--- src/rtl/register_bank_sb.sv ---
// Register bank: 1 sync write port, 2 async read ports, optional bypass/zero reg, busy scoreboard.
// Writes land 1 cycle later (bypassed same cycle when enabled); no backpressure, busy1/busy2 let issue stall.
module register_bank_sb #(
  parameter int DATA_WIDTH = 32,
  parameter int ADDR_WIDTH = 4,
  parameter int ZERO_REG   = 1,
  parameter int BYPASS     = 1
) (
  input  logic                  clk,
  input  logic                  reset,
  input  logic                  we,
  input  logic [ADDR_WIDTH-1:0] waddr,
  input  logic [DATA_WIDTH-1:0] wdata,
  input  logic                  rsv_en,
  input  logic [ADDR_WIDTH-1:0] rsv_addr,
  input  logic [ADDR_WIDTH-1:0] raddr1,
  input  logic [ADDR_WIDTH-1:0] raddr2,
  output logic [DATA_WIDTH-1:0] rdata1,
  output logic [DATA_WIDTH-1:0] rdata2,
  output logic                  busy1,
  output logic                  busy2,
  output logic [ADDR_WIDTH:0]   busy_count
);

  localparam int NUM_REGS = 2 ** ADDR_WIDTH;

  logic [DATA_WIDTH-1:0] mem [NUM_REGS];
  logic [NUM_REGS-1:0]   busy;
  logic [NUM_REGS-1:0]   busy_nxt;
  logic [ADDR_WIDTH:0]   busy_count_nxt;
  logic                  wr_ok;
  logic                  rsv_ok;
  logic                  set_new;
  logic                  clr_old;

  assign wr_ok  = we     && !((ZERO_REG != 0) && (waddr == '0));
  assign rsv_ok = rsv_en && !((ZERO_REG != 0) && (rsv_addr == '0));

  // Reservation is applied after the write clear so the younger producer wins.
  always_comb begin
    busy_nxt = busy;
    if (wr_ok)  busy_nxt[waddr]    = 1'b0;
    if (rsv_ok) busy_nxt[rsv_addr] = 1'b1;
  end

  assign set_new = rsv_ok && !busy[rsv_addr];
  assign clr_old = wr_ok && busy[waddr] && !(rsv_ok && (rsv_addr == waddr));
  assign busy_count_nxt = busy_count + {{ADDR_WIDTH{1'b0}}, set_new}
                                     - {{ADDR_WIDTH{1'b0}}, clr_old};

  always_ff @(posedge clk) begin
    if (reset) begin
      for (int i = 0; i < NUM_REGS; i++) mem[i] <= '0;
      busy       <= '0;
      busy_count <= '0;
    end else begin
      if (wr_ok) mem[waddr] <= wdata;
      busy       <= busy_nxt;
      busy_count <= busy_count_nxt;
    end
  end

  always_comb begin
    rdata1 = mem[raddr1];
    busy1  = busy[raddr1];
    rdata2 = mem[raddr2];
    busy2  = busy[raddr2];
    if ((BYPASS != 0) && wr_ok && (waddr == raddr1)) begin
      rdata1 = wdata;
      busy1  = 1'b0;
    end
    if ((BYPASS != 0) && wr_ok && (waddr == raddr2)) begin
      rdata2 = wdata;
      busy2  = 1'b0;
    end
    // The zero register is masked at the read port as well as in storage.
    if ((ZERO_REG != 0) && (raddr1 == '0)) begin
      rdata1 = '0;
      busy1  = 1'b0;
    end
    if ((ZERO_REG != 0) && (raddr2 == '0)) begin
      rdata2 = '0;
      busy2  = 1'b0;
    end
  end

endmodule

--- config.mk ---
export PLATFORM = sky130hd
export DESIGN_NAME = register_bank_sb
export DESIGN_NICKNAME = d
export VERILOG_FILES = /design/src/rtl/register_bank_sb.sv
export SDC_FILE = /design/constraint.sdc
export NUM_CORES = 1
export LEC_CHECK = 0
export CAP_MARGIN = 20
export CORE_ASPECT_RATIO = 0.75
export CORE_MARGIN = 4
export CORE_UTILIZATION = 45
export DETAILED_ROUTE_END_ITERATION = 12
export GPL_ROUTABILITY_DRIVEN = 0
export HOLD_SLACK_MARGIN = 0.03
export PLACE_DENSITY = 0.64
export SYNTH_ARGS = -nofsm -noshare
export SYNTH_HDL_FRONTEND = slang
export SYNTH_SLANG_ARGS = --single-unit
--- constraint.sdc ---
create_clock -name clk -period 6.9 [get_ports clk]
set_input_delay 0.69 -clock clk [delete_from_list [all_inputs] [get_ports clk]]
set_output_delay 0.69 -clock clk [all_outputs]
set_load 0.01 [all_outputs]
==> results.txt <==
fraction of layout cells with a size suffix above 1: 21.8%
initial antenna violation count: 5
Finished Layout Cells: 2877
CTS buffer count: 56
R2R Setup Slk: 3740 ps
Layout fillers: 5258
synthesized cell area: 29400 µm²
crit start category: input pin
CTS sink cnt: 533
Die H: 229 µm
pin count of the biggest net entering global routing: 64
period utilization: 71.0%
max_slew headroom: 29.2%
vias in the first global route: 18600
Clock Latency Late Sink: 610 ps
Synth top area share: 52.3%
DR iter-0 viols: 1858
Synth area leaders: edfxtp_1 (52%), mux4_2 (21%), and2_1 (10%)
total gr overflow: 0
Req. time, crit path: 6210 ps
post-cts sizing count: 0
max cap viols: 0
TritonCTS clock tree: yes
Reg clk slew, reported paths: 60 ps
Initial Utilization: 45.8%
GRT Total Usage: 24.7%
Worst Max-Slew Pin Slew: 1060 ps
Avg WL per Cell: 29.7 µm
Post-CTS Hold Buffers: 0
worst path cell trace: clkdlybuf4s50_1 -> o41ai_4 -> o21a_2 -> buf_4 -> a22o_1 -> clkdlybuf4s50_1
Die X: 303 µm
worst min path class: register to register
Synthesis Warnings: 0
area delta synth->final: 12.3%
setup violators final: 0
critical path's slowest cell: clkdlybuf4s50_1
ys async rst share: 0%
status: complete, no violations
Cell variety after synth: 47
sequential-to-total area share from yosys stat: 53.7%
Max Root-Sink Buffers: 3
Leak: 0.0118 µW
Slew Viols, Final: 0
unrepaired setup endpoints after global routing: false
worst path arrival time: 4210 ps
area leader, netlist: edfxtp_1
cell family with most CP delay: buffers and inverters
die area: 69500 µm²
Min-Delay Startpoint: busy[6]
Worst Hold Path Cells: 2
via count: 17700
core region area: 64200 µm²
Worst VDD drop: 0.175 mV
Crit. End Element: output pin
PwrDens: 239 nW/µm²
Reg-to-Reg End: busy_count[4]
CP dominant cell by count: clkdlybuf4s50_1
reg2reg path depth: 11
Root Driver: clkbuf_16
Synth Instances: 1898
post-placement cell count: 2775
first-pass GRT wire length: 125000 µm
Worst Setup SP: waddr[0]
EDFF count, synth: 512
Achievable Freq: 204 MHz
setup TNS: 0 ps
Core Rows: 80
DR pass1 iterations: 7
kind of critical path: input pin to output pin
Port-buffer cells: 122
remaining antenna violation count: 0
placed wire-length estimate: 46800 µm
Vias/cell: 6.14
H-tree Lvls: 2
Clock Skew: 4.18 ps
Synth Area per Inst: 15.5 µm²
fin nets: 2030
drt drc: 0
Tmin final: 4900 ps
post-CTS setup buffers: 0
WHS Endpoint: busy[6]
RR Startpoint: busy[15]
Final Hold Vio Count: 0
I/O pin count: 123
ant diodes: 0
crit-path max cell delay: 890 ps
Seq cells post-synth: 533
worst-path fanout max: 19
routed wire length: 85400 µm
ys flop type: edfxtp_1
Crit path buffers/inverters: 3
-- metrics by stage --
step | worst slack (ps) | total power [µW] | hold slack, ps | utilization (%) | instance area, µm²
finish | 2000 | 7880 | 524 | 51.4 | 33000
global route | 1790 | 8160 | 541 | 51.4 | 33000
CTS | 1990 | 7940 | 518 | 51.4 | 33000
detailed placement | 2000 | 5140 | 510 | 48.8 | 31300
global placement | 2110 | 5110 | 508 | 48.8 | 31300
floorplan | 3330 | 4650 | 459 | - | 29500
-- cell usage after synthesis (12+ instances only) --
| master | n |
|---|---|
| inv_1 | 23 |
| dfxtp_1 | 21 |
| buf_2 | 53 |
| xnor2_1 | 13 |
| and2_1 | 481 |
| nor2_1 | 23 |
| mux4_2 | 272 |
| a22o_1 | 66 |
| edfxtp_1 | 512 |
| nand2_1 | 20 |
| a21o_1 | 12 |
| clkbuf_1 | 93 |
| mux2i_1 | 194 |
| buf_6 | 19 |
-- worst min-delay path, stage by stage, from the launching register on --
cell,delay [ps]
dfxtp_1,350
inv_1,60
o21ai_1,60
-- worst max-delay path by stage --
stage | cells past startpoint | end | slack, ps
floorplan | 12 | busy_count[4] | 3330
global placement | 6 | rdata1[3] | 2110
detailed placement | 6 | rdata1[2] | 2000
CTS | 6 | rdata1[2] | 1990
global route | 6 | rdata1[4] | 1790
finish | 6 | rdata1[2] | 2000
-- cells by family (layout without fill, tap and decap cells) --
group	Yosys count	after routing	synth area share, %
simple gates	554	554	11.4
flops	533	533	53.7
mux	468	468	27.5
buf+inv	210	297	3.52
compound gates	111	111	3.07
xor+xnor	15	15	0.447
fa+ha+maj	6	6	0.281
other cells	1	32	0.0128
-- state kept, by name, summed over array words and instances, names as in the netlist --
name	flops
busy_count	5
busy	16
mem	512
-- power by group --
group	internal (µW)	switching [µW]	leakage, µW
sequential	3750	92.8	0.00508
clock	1550	1270	0.000813
combinational	603	617	0.00593
-- layout by cell type (no fill, tap or decap), types with 3 or more instances in the layout --
master,n
inv_1,21
xnor2_1,13
edfxtp_1,512
clkdlybuf4s50_1,113
nand2_1,20
clkbuf_1,13
a21oi_1,6
buf_4,50
mux2i_1,194
nor2b_1,5
mux4_2,272
a22o_1,66
nor3_1,4
and2_1,481
nor2_4,3
clkbuf_16,57
ha_1,5
clkinv_1,17
nor3b_1,3
nor2_1,9
dfxtp_1,21
nor2_2,11
a21o_2,10
buf_6,6
inv_6,5
conb_1,32
nand4_1,3
clkinv_2,7
o21ai_1,11
-- routing by layer --
layer	track usage [%]	wire length, µm
met5	0	8
met4	8.28	2940
met3	4.58	7500
met2	40.0	40800
met1	34.0	34100
-- final cells by class --
cell class | instances | area, µm² | area share, %
clock buffers | 70 | 1480 | 4.47
repair buffers | 172 | 1600 | 4.86
multi-input cells | 1186 | 12800 | 38.7
inverters | 23 | 86.3 | 0.262
flip-flops and latches | 533 | 15800 | 47.9
well taps | 861 | 1080 | 3.26
clock inverters | 32 | 189 | 0.572
Note: power is estimated with default switching activity, not from simulation.
